[src/rtl/hazard_ctrl_pkg.sv]
// Shared encodings and helper functions for the pipeline hazard scheduler.
// Result classes, forwarding selects and per-stage Tnew lookups live here.
package hazard_ctrl_pkg;

    localparam logic [2:0] RES_NW  = 3'd0;
    localparam logic [2:0] RES_ALU = 3'd1;
    localparam logic [2:0] RES_DM  = 3'd2;
    localparam logic [2:0] RES_PC  = 3'd3;
    localparam logic [2:0] RES_MD  = 3'd4;

    localparam logic [1:0] FWD_RF = 2'd0;
    localparam logic [1:0] FWD_W  = 2'd1;
    localparam logic [1:0] FWD_M  = 2'd2;
    localparam logic [1:0] FWD_E  = 2'd3;

    localparam logic [1:0] TUSE_NONE = 2'd3;

    typedef struct packed {
        logic [4:0] wa;
        logic [2:0] res;
    } dst_t;

    // Undefined classes 5..7 collapse to "no write" before entering the shadow pipe.
    function automatic logic [2:0] res_norm(input logic [2:0] res);
        return (res > RES_MD) ? RES_NW : res;
    endfunction

    function automatic logic [1:0] tnew_e(input logic [2:0] res);
        logic [1:0] t;
        case (res)
            RES_ALU: t = 2'd1;
            RES_DM:  t = 2'd2;
            RES_MD:  t = 2'd1;
            default: t = 2'd0;
        endcase
        return t;
    endfunction

    function automatic logic [1:0] tnew_m(input logic [2:0] res);
        return (res == RES_DM) ? 2'd1 : 2'd0;
    endfunction

    function automatic logic opnd_hazard(input logic [4:0] ra, input logic [1:0] tuse,
                                         input dst_t e, input dst_t m);
        logic hitE, hitM;
        hitE = (e.wa == ra) && (e.res != RES_NW) && (tnew_e(e.res) > tuse);
        hitM = (m.wa == ra) && (m.res != RES_NW) && (tnew_m(m.res) > tuse);
        return (ra != 5'd0) && (tuse != TUSE_NONE) && (hitE || hitM);
    endfunction

    function automatic logic [1:0] fwd_d(input logic [4:0] ra, input dst_t e,
                                         input dst_t m, input dst_t w);
        logic [1:0] sel;
        sel = FWD_RF;
        if (ra != 5'd0) begin
            if (e.wa == ra && e.res == RES_PC)
                sel = FWD_E;
            else if (m.wa == ra && m.res != RES_NW && tnew_m(m.res) == 2'd0)
                sel = FWD_M;
            else if (w.wa == ra && w.res != RES_NW)
                sel = FWD_W;
        end
        return sel;
    endfunction

    function automatic logic [1:0] fwd_e(input logic [4:0] ra, input dst_t m, input dst_t w);
        logic [1:0] sel;
        sel = FWD_RF;
        if (ra != 5'd0) begin
            if (m.wa == ra && m.res != RES_NW && tnew_m(m.res) == 2'd0)
                sel = FWD_M;
            else if (w.wa == ra && w.res != RES_NW)
                sel = FWD_W;
        end
        return sel;
    endfunction

endpackage

[src/rtl/hazard_ctrl_if.sv]
// D-stage instruction fields into the scheduler and stall/forward controls out.
interface hazard_ctrl_if;
    logic [4:0] ra1D;
    logic [4:0] ra2D;
    logic [4:0] waD;
    logic [2:0] resD;
    logic [1:0] tuse1D;
    logic [1:0] tuse2D;
    logic       mdD;
    logic       mdstartD;
    logic       mddivD;
    logic       stall;
    logic       bubbleE;
    logic [1:0] fwd1D;
    logic [1:0] fwd2D;
    logic [1:0] fwd1E;
    logic [1:0] fwd2E;
    logic       md_busy;

    modport master (
        output ra1D, ra2D, waD, resD, tuse1D, tuse2D, mdD, mdstartD, mddivD,
        input  stall, bubbleE, fwd1D, fwd2D, fwd1E, fwd2E, md_busy
    );

    modport slave (
        input  ra1D, ra2D, waD, resD, tuse1D, tuse2D, mdD, mdstartD, mddivD,
        output stall, bubbleE, fwd1D, fwd2D, fwd1E, fwd2E, md_busy
    );
endinterface

[src/rtl/hazard_ctrl_md_busy_cnt.sv]
// Busy down-counter for the multi-cycle mult/div unit; a start always reloads.
module md_busy_cnt #(
    parameter int MULT_CYCLES = 5,
    parameter int DIV_CYCLES  = 10
) (
    input  logic clk,
    input  logic rst,
    input  logic start,
    input  logic div,
    output logic busy
);
    localparam logic [3:0] MULT_LOAD = 4'(MULT_CYCLES);
    localparam logic [3:0] DIV_LOAD  = 4'(DIV_CYCLES);

    logic [3:0] count;

    always_ff @(posedge clk or posedge rst) begin
        if (rst)
            count <= 4'd0;
        else if (start)
            count <= div ? DIV_LOAD : MULT_LOAD;
        else if (count != 4'd0)
            count <= count - 4'd1;
    end

    assign busy = (count != 4'd0);
endmodule

[src/rtl/hazard_ctrl.sv]
// Hazard scheduler: shadows destination/result class through E, M, W and
// derives the D-stage stall plus D/E forwarding selects from that shadow.
module hazard_ctrl
    import hazard_ctrl_pkg::*;
#(
    parameter int MULT_CYCLES = 5,
    parameter int DIV_CYCLES  = 10
) (
    input logic          clk,
    input logic          rst,
    hazard_ctrl_if.slave hz
);
    dst_t       dstE, dstM, dstW;
    logic [4:0] ra1E, ra2E;
    logic       mdstartE, mddivE;
    logic       mdBusy;
    logic       stallC;

    always_ff @(posedge clk or posedge rst) begin
        if (rst) begin
            dstE     <= '0;
            dstM     <= '0;
            dstW     <= '0;
            ra1E     <= 5'd0;
            ra2E     <= 5'd0;
            mdstartE <= 1'b0;
            mddivE   <= 1'b0;
        end else begin
            dstW <= dstM;
            dstM <= dstE;
            if (stallC) begin
                dstE     <= '0;
                ra1E     <= 5'd0;
                ra2E     <= 5'd0;
                mdstartE <= 1'b0;
                mddivE   <= 1'b0;
            end else begin
                dstE.wa  <= hz.waD;
                dstE.res <= res_norm(hz.resD);
                ra1E     <= hz.ra1D;
                ra2E     <= hz.ra2D;
                mdstartE <= hz.mdstartD;
                mddivE   <= hz.mddivD;
            end
        end
    end

    md_busy_cnt #(
        .MULT_CYCLES(MULT_CYCLES),
        .DIV_CYCLES (DIV_CYCLES)
    ) u_md_busy_cnt (
        .clk  (clk),
        .rst  (rst),
        .start(mdstartE),
        .div  (mddivE),
        .busy (mdBusy)
    );

    // A start still sitting in E has not loaded the counter yet, so it also blocks HI/LO users.
    always_comb begin
        stallC = opnd_hazard(hz.ra1D, hz.tuse1D, dstE, dstM)
               | opnd_hazard(hz.ra2D, hz.tuse2D, dstE, dstM)
               | (hz.mdD & (mdBusy | mdstartE));
    end

    assign hz.stall   = stallC;
    assign hz.bubbleE = stallC;
    assign hz.md_busy = mdBusy;
    assign hz.fwd1D   = fwd_d(hz.ra1D, dstE, dstM, dstW);
    assign hz.fwd2D   = fwd_d(hz.ra2D, dstE, dstM, dstW);
    assign hz.fwd1E   = fwd_e(ra1E, dstM, dstW);
    assign hz.fwd2E   = fwd_e(ra2E, dstM, dstW);
endmodule
[src/flat_wrapper.sv]
// flat-port wrapper written by rule: the top's interface ports become plain ports
module hazard_ctrl_flat import hazard_ctrl_pkg::*;
#(
    parameter int MULT_CYCLES = 5,
    parameter int DIV_CYCLES  = 10
)
  (clk, rst, hz_ra1D, hz_ra2D, hz_waD, hz_resD, hz_tuse1D, hz_tuse2D, hz_mdD, hz_mdstartD, hz_mddivD, hz_stall, hz_bubbleE, hz_fwd1D, hz_fwd2D, hz_fwd1E, hz_fwd2E, hz_md_busy);
  hazard_ctrl_if hz_i ();
  input logic clk;
  input logic rst;
  input wire logic [$bits(hz_i.ra1D)-1:0] hz_ra1D;
  input wire logic [$bits(hz_i.ra2D)-1:0] hz_ra2D;
  input wire logic [$bits(hz_i.waD)-1:0] hz_waD;
  input wire logic [$bits(hz_i.resD)-1:0] hz_resD;
  input wire logic [$bits(hz_i.tuse1D)-1:0] hz_tuse1D;
  input wire logic [$bits(hz_i.tuse2D)-1:0] hz_tuse2D;
  input wire logic [$bits(hz_i.mdD)-1:0] hz_mdD;
  input wire logic [$bits(hz_i.mdstartD)-1:0] hz_mdstartD;
  input wire logic [$bits(hz_i.mddivD)-1:0] hz_mddivD;
  output wire logic [$bits(hz_i.stall)-1:0] hz_stall;
  output wire logic [$bits(hz_i.bubbleE)-1:0] hz_bubbleE;
  output wire logic [$bits(hz_i.fwd1D)-1:0] hz_fwd1D;
  output wire logic [$bits(hz_i.fwd2D)-1:0] hz_fwd2D;
  output wire logic [$bits(hz_i.fwd1E)-1:0] hz_fwd1E;
  output wire logic [$bits(hz_i.fwd2E)-1:0] hz_fwd2E;
  output wire logic [$bits(hz_i.md_busy)-1:0] hz_md_busy;
  assign hz_i.ra1D = hz_ra1D;
  assign hz_i.ra2D = hz_ra2D;
  assign hz_i.waD = hz_waD;
  assign hz_i.resD = hz_resD;
  assign hz_i.tuse1D = hz_tuse1D;
  assign hz_i.tuse2D = hz_tuse2D;
  assign hz_i.mdD = hz_mdD;
  assign hz_i.mdstartD = hz_mdstartD;
  assign hz_i.mddivD = hz_mddivD;
  assign hz_stall = hz_i.stall;
  assign hz_bubbleE = hz_i.bubbleE;
  assign hz_fwd1D = hz_i.fwd1D;
  assign hz_fwd2D = hz_i.fwd2D;
  assign hz_fwd1E = hz_i.fwd1E;
  assign hz_fwd2E = hz_i.fwd2E;
  assign hz_md_busy = hz_i.md_busy;
  hazard_ctrl #(.MULT_CYCLES(MULT_CYCLES), .DIV_CYCLES(DIV_CYCLES)) u_core (.clk(clk), .rst(rst), .hz(hz_i));
endmodule
[config.mk]
export PLATFORM = sky130hd
export DESIGN_NAME = hazard_ctrl_flat
export DESIGN_NICKNAME = d
export VERILOG_FILES = /design/src/rtl/hazard_ctrl_pkg.sv /design/src/rtl/hazard_ctrl_if.sv /design/src/rtl/hazard_ctrl_md_busy_cnt.sv /design/src/rtl/hazard_ctrl.sv /design/src/flat_wrapper.sv
export SDC_FILE = /design/constraint.sdc
export NUM_CORES = 1
export LEC_CHECK = 0
export CAP_MARGIN = 40
export CORE_MARGIN = 1.5
export CORE_UTILIZATION = 45
export DETAILED_ROUTE_END_ITERATION = 10
export GPL_TIMING_DRIVEN = 0
export PLACE_DENSITY = 0.69
export SLEW_MARGIN = 10
export SYNTH_ARGS = -nofsm -noshare
export SYNTH_HDL_FRONTEND = slang
export SYNTH_HIERARCHICAL = 1
export SYNTH_SLANG_ARGS = --single-unit
[constraint.sdc]
create_clock -name clk -period 6.4 [get_ports clk]
set_input_delay 1.28 -clock clk [delete_from_list [all_inputs] [get_ports clk]]
set_output_delay 1.28 -clock clk [all_outputs]
set_load 0.1 [all_outputs]
==> run metrics, run 1 <==
mapped cell area 2390 µm²; Crit path top cell by count clkdlybuf4s50_1; Leak Pwr 1.42 nW; Critical Path Max Stage Delay 610 ps; wire length per cell 15.6 µm; CTS max path bufs 2; chip width 75.9 µm; post-CTS setup buffer count 0; htree depth 2; Critical Path AT 3980 ps; slowest cell on the critical path or4_4; worst-path fanout max 5; pwr dens 272 nW/µm²; Layout area overhead 32.7%; Slew Limit Fails 0; Cells after Synth 224; fill count 450; footprint of the multi-input gates 1290 µm²; DR DRC count 0; drt pass-1 iters 4; TNS Setup 0 ps; CTS Sinks 40; worst skew pair latency 290 ps; Antenna diodes 0; hold slack final 414 ps; first-pass GRT wire length 8930 µm; Vias 1853; drt total wl 5470 µm; Hold WC Path Type flop to flop; input/output buffers 37; core area 5110 µm²; Main synth FF type dfrtp_1; Synth cell types 40; FF/Latch Area 1000 µm²; post-synth top area share 41.9%; vias in the first global route 1793; DR iter-0 viols 119; clk root buf clkbuf_8; area of the die 5750 µm²; Yosys reg bits 40; final net count 314; cells taking the most area after synthesis dfrtp_1, xor2_1, xnor2_1, nor3b_2, ha_1; sequential share of the synthesized area 41.9%; initial core utilization 46.8%; CP required 5120 ps; gpl congestion 0.859; Die H 75.9 µm; max_cap viols 0; Rows 26; Synth area leader dfrtp_1; share of layout cells above drive strength 1 17.1%; RSZ-0062 raised after global routing no; Clk pin slew, worst setup/hold paths 80 ps; status complete, no violations; Hold Vio Cnt, Final 0; relative slew slack 50.9%; CTS tree built; Peak VDD IR 0.000189 V; clk_skew 6.06 ps; endpoints failing setup 0; Tmin final 5260 ps; nature of the critical path startpoint input pin; EDFF count, synth 0; initial antenna violation count 0; post-DP HPWL 4190 µm; IO Pins 38; critical path class input pin to output port; Post-CTS Resized 0; via/cell ratio 5.29; critical path endpoint category output port; synthesized area per cell 10.7 µm²; largest net degree at the start of global routing 37; post-route ant nets 0; asr flop ratio synth 100%; Yosys warnings 6; Total GRT Usage 21.6%; syn_nets 259; worst-margin pin slew 736 ps; Max Freq 0.190 GHz; Hold-fix buffers, CTS 0; GRT overflow 0; Critical Path, Cell by Cell clkdlybuf4s50_1 > or4_4 > nor2_4 > nand4b_2 > nand4_4 > or2_2 > buf_4 > clkdlybuf4s50_1 > buf_8; final period utilization 82.2%; cts bufs inserted 5
==> worst max-delay path: cells and delay by family <==
family	cells	cell delay (ps)
buffers and inverters	4	1320
AND/OR/NAND/NOR	5	1380
==> stage by stage <==
| stage | utilization (%) | std cells | cell area, µm² | total power, mW | worst slack [ps] |
|---|---|---|---|---|---|
| CTS | 62.1 | 350 | 3170 | 0.868 | 1130 |
| global placement | 55.7 | 331 | 2850 | 0.560 | 757 |
| finish | 62.1 | 350 | 3170 | 0.864 | 1140 |
| global route | 62.1 | 350 | 3170 | 0.909 | 1030 |
| floorplan | - | 224 | 2390 | 0.498 | 1810 |
| detailed placement | 59.0 | 342 | 3010 | 0.582 | 1120 |
==> sequential cells by signal (all words and copies together), names as in the netlist <==
signal                      count
u_core/mdstartE                 1
u_core/dstE                     8
u_core/dstM                     8
u_core/dstW                     8
u_core/ra2E                     5
u_core/u_md_busy_cnt/count      4
u_core/ra1E                     5
u_core/mddivE                   1
==> cell type report <==
class | instances | share of cell area, %
Timing Repair Buffer | 48 | 16.9
Clock buffer | 5 | 2.17
Clock inverter | 3 | 2.84
Sequential cell | 40 | 31.6
Buffer | 9 | 1.78
Tap cell | 70 | 2.76
Multi-Input combinational cell | 164 | 40.7
Inverter | 11 | 1.30
==> cell usage in the layout (no fill, tap or decap), drive strengths merged, types with 4 or more instances in the layout <==
master,synthesis,routed
inv,11,11
clkdlybuf4s50,0,37
a21oi,10,10
nand2,6,6
xnor2,16,16
nand4,4,4
xor2,34,34
nor3,12,12
buf,6,17
dfrtp,40,40
ha,8,8
nand3,8,8
clkbuf,3,8
nor2,11,11
nor3b,19,19
nor4,9,9
==> layer usage <==
metal	share of wire (%)	wire (µm)	GRT usage (%)
met1	45	2450	29.2
met2	50	2750	35.7
met3	4.0	221	3.97
met4	0.84	46	5.36
met5	0	0	0
==> Yosys cell counts (3+ instances only) <==
cell type and count:
xnor2_1 16, nor3b_1 10, buf_2 3, xor2_1 34
ha_1 8, clkbuf_1 3, a21oi_1 10, nor3_1 12
nand2_1 6, nor3b_2 9, inv_1 11, nand4_1 3
nor2_1 9, nor4_1 9, dfrtp_1 40, nand3_1 8
==> report_power, final <==
part           switching, mW  leakage (nW)  internal [mW]
registers             0.0393         0.515          0.286
logic                  0.137         0.832          0.116
clock network         0.0909        0.0784          0.195
==> kinds of logic (layout without fill, tap and decap cells) <==
family	Yosys count	in the layout	share of synthesized area (%)
compound gates	20	20	5.66
xor+xnor	50	50	18.3
mux	1	1	0.419
flops	40	40	41.9
buf+inv	20	76	4.09
simple gates	85	85	25.4
fa+ha+maj	8	8	4.19
==> final timing paths <==
path | startpoint | endpoint | slack (ps) | cells past startpoint
setup / recovery | hz_ra2D[1] | hz_stall | 1140 | 9
hold reg to reg | u_core/dstM[1]$_DFF_PP0_ | u_core/dstW[1]$_DFF_PP0_ | 410 | 0
hold / removal | u_core/dstM[1]$_DFF_PP0_ | u_core/dstW[1]$_DFF_PP0_ | 410 | 0
min in group asynchronous | rst | u_core/u_md_busy_cnt/count[3]$_DFFE_PP0P_ | 1230 | 2
max in group asynchronous | rst | u_core/ra2E[1]$_DFF_PP0_ | 4470 | 2
setup reg to reg | u_core/dstE[0]$_DFF_PP0_ | u_core/ra2E[1]$_DFF_PP0_ | 4050 | 8
Power figures use the tool's default switching activity.
==> inputs of run 2 (changes only) <==
==> constraint.sdc (replaced) <==
create_clock -name clk -period 5 [get_ports clk]
set_input_delay 1 -clock clk [delete_from_list [all_inputs] [get_ports clk]]
set_output_delay 1 -clock clk [all_outputs]
set_load 0.1 [all_outputs]
==> results of run 2 <==
The final DEF is identical to that of run 1. Status: complete, no violations.
Among the figures that moved: setup slack after placement 1120 ps -> 284 ps; setup slack after layout 1140 ps -> 300 ps; register-to-register setup slack 4050 ps -> 2650 ps; total power 0.864 mW -> 1.11 mW; worst IR drop on VDD 0.000189 V -> 0.000241 V
==> inputs of run 3 (changes only) <==
--- a/config.mk
+++ b/config.mk
@@ -5,6 +5,7 @@
 export SDC_FILE = /design/constraint.sdc
 export NUM_CORES = 1
 export LEC_CHECK = 0
+export ABC_AREA = 1
 export CAP_MARGIN = 40
 export CORE_MARGIN = 1.5
 export CORE_UTILIZATION = 45
==> run 3 against run 2 <==
Count of clock-buffer cells in the layout is 2 higher. Utilization decreased by 0.54 points. Worst hold slack lost 38 ps. Sequential share of layout area fell by 0.32 points. Critical endpoint unchanged.
==> run metrics, run 3 <==
commonest cells in the netlist nand2_1, inv_1, dfrtp_1, nor2_1, xor2_1; via/cell ratio 4.80 (-9.4%); CTS max path bufs 2 (unchanged); Total GRT Usage 20.2% (-1.4 points); Layout area overhead 30.0%; synthesized area per cell 7.85 µm² (-26%); Antenna diodes 0 (unchanged); fill count 481 (+6.9%); core area 5200 µm² (+1.9%); count leader, synth nand2_1; Tmin final 4490 ps; worst-margin pin slew 727 ps (-8.64 ps); largest net degree at the start of global routing 37 (unchanged); IO Pins 38 (unchanged); post-CTS setup buffer count 0 (unchanged); drt total wl 5300 µm (-3.2%); slowest cell on the critical path clkdlybuf4s50_1; final net count 403 (+28%); Critical Path Max Stage Delay 510 ps (-100 ps); initial core utilization 47.3% (+0.57 points); EDFF count, synth 0 (unchanged); Peak VDD IR 0.000181 V; Vias 2106 (+14%); commonest non-fill, non-tap cell in the layout nand2_1; Synth area leader dfrtp_1; Critical Path AT 3490 ps; DR DRC count 0 (unchanged); htree depth 2 (unchanged); Synth cell types 29 (-28%); Hold Vio Cnt, Final 0 (unchanged); Hold WC Path Type flop to flop; cells taking the most area after synthesis dfrtp_1, nand2_1, xor2_1, inv_1, nor2_2; asr flop ratio synth 100% (unchanged); CTS tree built; CTS Sinks 40 (unchanged); input/output buffers 36 (-2.7%); endpoints failing setup 0 (unchanged); Max Freq 0.223 GHz; vias in the first global route 2054 (+15%); post-route ant nets 0 (unchanged); Cells after Synth 314 (+40%); pwr dens 337 nW/µm²; Slew Limit Fails 0 (unchanged); DR iter-0 viols 139 (+17%); CP required 4000 ps; initial antenna violation count 0 (unchanged); max_cap viols 0 (unchanged); Clk pin slew, worst setup/hold paths 70 ps (about the same); post-DP HPWL 4170 µm (-0.40%); Final Non-Filler Cells 439 (+25%); gpl congestion 0.889 (+3.5%); worst skew pair latency 290 ps (about the same); TNS Setup 0 ps (unchanged); clk_skew 5.64 ps (-0.424 ps); status complete, no violations; critical path endpoint category output port; most frequent cells in the layout nand2_1, inv_1, dfrtp_1; worst-path fanout max 11 (+6); wire length per cell 12.1 µm (-23%); post-synth top area share 40.6% (-1.3 points); Post-CTS Resized 0 (unchanged); mapped cell area 2460 µm² (+3.1%); relative slew slack 51.4% (+0.58 points); chip width 77.0 µm (+1.5%); total placed cells including tap cells 431 (+26%); Hold-fix buffers, CTS 0 (unchanged); cts bufs inserted 5 (unchanged); Die H 77.0 µm (+1.5%); GRT overflow 0 (unchanged); drt pass-1 iters 4 (unchanged); share of layout cells above drive strength 1 14.4% (-2.8 points); Yosys reg bits 40 (unchanged); Crit path top cell by count nand2_1; clk root buf clkbuf_8; syn_nets 349 (+35%); final period utilization 89.7%; Main synth FF type dfrtp_1; sequential share of the synthesized area 40.6% (-1.3 points); nature of the critical path startpoint input pin; Leak Pwr 1.62 nW (+14%); biggest regs u_core/dstE (8), u_core/dstM (8), u_core/dstW (8); RSZ-0062 raised after global routing no; Critical Path, Cell by Cell clkdlybuf4s50_1 > inv_1 > ha_1 > inv_1 > o21bai_1 > nand2_1 > nor2_1 > nand3_1 > nand2_1 > nand2_1 > nand3_2 > buf_6 > buf_4 > clkdlybuf4s50_1 > buf_8; Rows 26 (unchanged); Yosys warnings 6 (unchanged); first-pass GRT wire length 9380 µm (+5.0%); critical path class input pin to output port; area of the die 5930 µm² (+3.0%)
==> run 3: worst paths after layout <==
path	cells after the start	slack, ps	endpoint	startpoint
hold reg to reg	0	380	u_core/dstW[4]$_DFF_PP0_	u_core/dstM[4]$_DFF_PP0_
min in group asynchronous	2	950	u_core/u_md_busy_cnt/count[0]$_DFFE_PP0P_	rst
setup reg to reg	10	2890	u_core/ra2E[3]$_DFF_PP0_	u_core/dstM[2]$_DFF_PP0_
hold / removal	0	380	u_core/dstW[4]$_DFF_PP0_	u_core/dstM[4]$_DFF_PP0_
max in group asynchronous	2	3350	u_core/dstW[4]$_DFF_PP0_	rst
setup / recovery	15	510	hz_stall	hz_tuse1D[1]
==> run 3: power breakdown <==
group,internal (mW),leakage (nW),total (mW),switching [mW]
clock,0.176,0.0645,0.287,0.111
combinational,0.153,1.04,0.379,0.225
sequential,0.369,0.515,0.414,0.0455
==> run 3: layout make-up <==
cell class | count | area (µm²) | area share [%]
Multi-Input combinational cell | 215 | 1220 | 38.0
Sequential cell | 40 | 1000 | 31.3
Timing Repair Buffer | 47 | 526 | 16.4
Inverter | 51 | 191 | 5.98
Clock buffer | 7 | 96.3 | 3.01
Tap cell | 70 | 87.6 | 2.73
Buffer | 8 | 52.6 | 1.64
Clock inverter | 1 | 30.0 | 0.938
==> run 3: critical path, delay by kind of cell <==
family | cells | cell delay (ps)
buffers and inverters | 7 | 1630
and+or+nand+nor | 6 | 450
AOI/OAI and AO/OA | 1 | 110
adders and majority gates | 1 | 280
==> run 3: cells by family (layout without fill, tap and decap cells) <==
logic type	count (synthesis)	count (layout)	synth area share (%)
adders and majority gates	8	8	4.06
DFF	40	40	40.6
and+or+nand+nor	154	154	29.3
xor gates and xnor gates	33	33	11.7
buffers and inverters	59	114	9.90
AOI/OAI and AO/OA	20	20	4.42
==> run 3: through the flow <==
step / utilization, % / cell area (µm²) / total power, mW / hold slack, ps / setup WS (ps)
2_1_floorplan: - / 2460 / 0.682 / 349 / 250
3_3_place_gp: 55.9 / 2910 / 0.766 / 352 / 112
3_5_place_dp: 59.1 / 3080 / 0.800 / 362 / 488
4_1_cts: 61.5 / 3200 / 1.09 / 379 / 476
5_1_grt: 61.5 / 3200 / 1.16 / 389 / 333
6_report: 61.5 / 3200 / 1.08 / 376 / 513
==> run 3: per-layer routing <==
metal	global-route usage, %	wire (µm)	share of wire (%)
met4	8.00	113	2.1
met1	27.9	2530	48
met2	31.5	2450	46
met5	0	0	0
met3	3.33	207	3.9
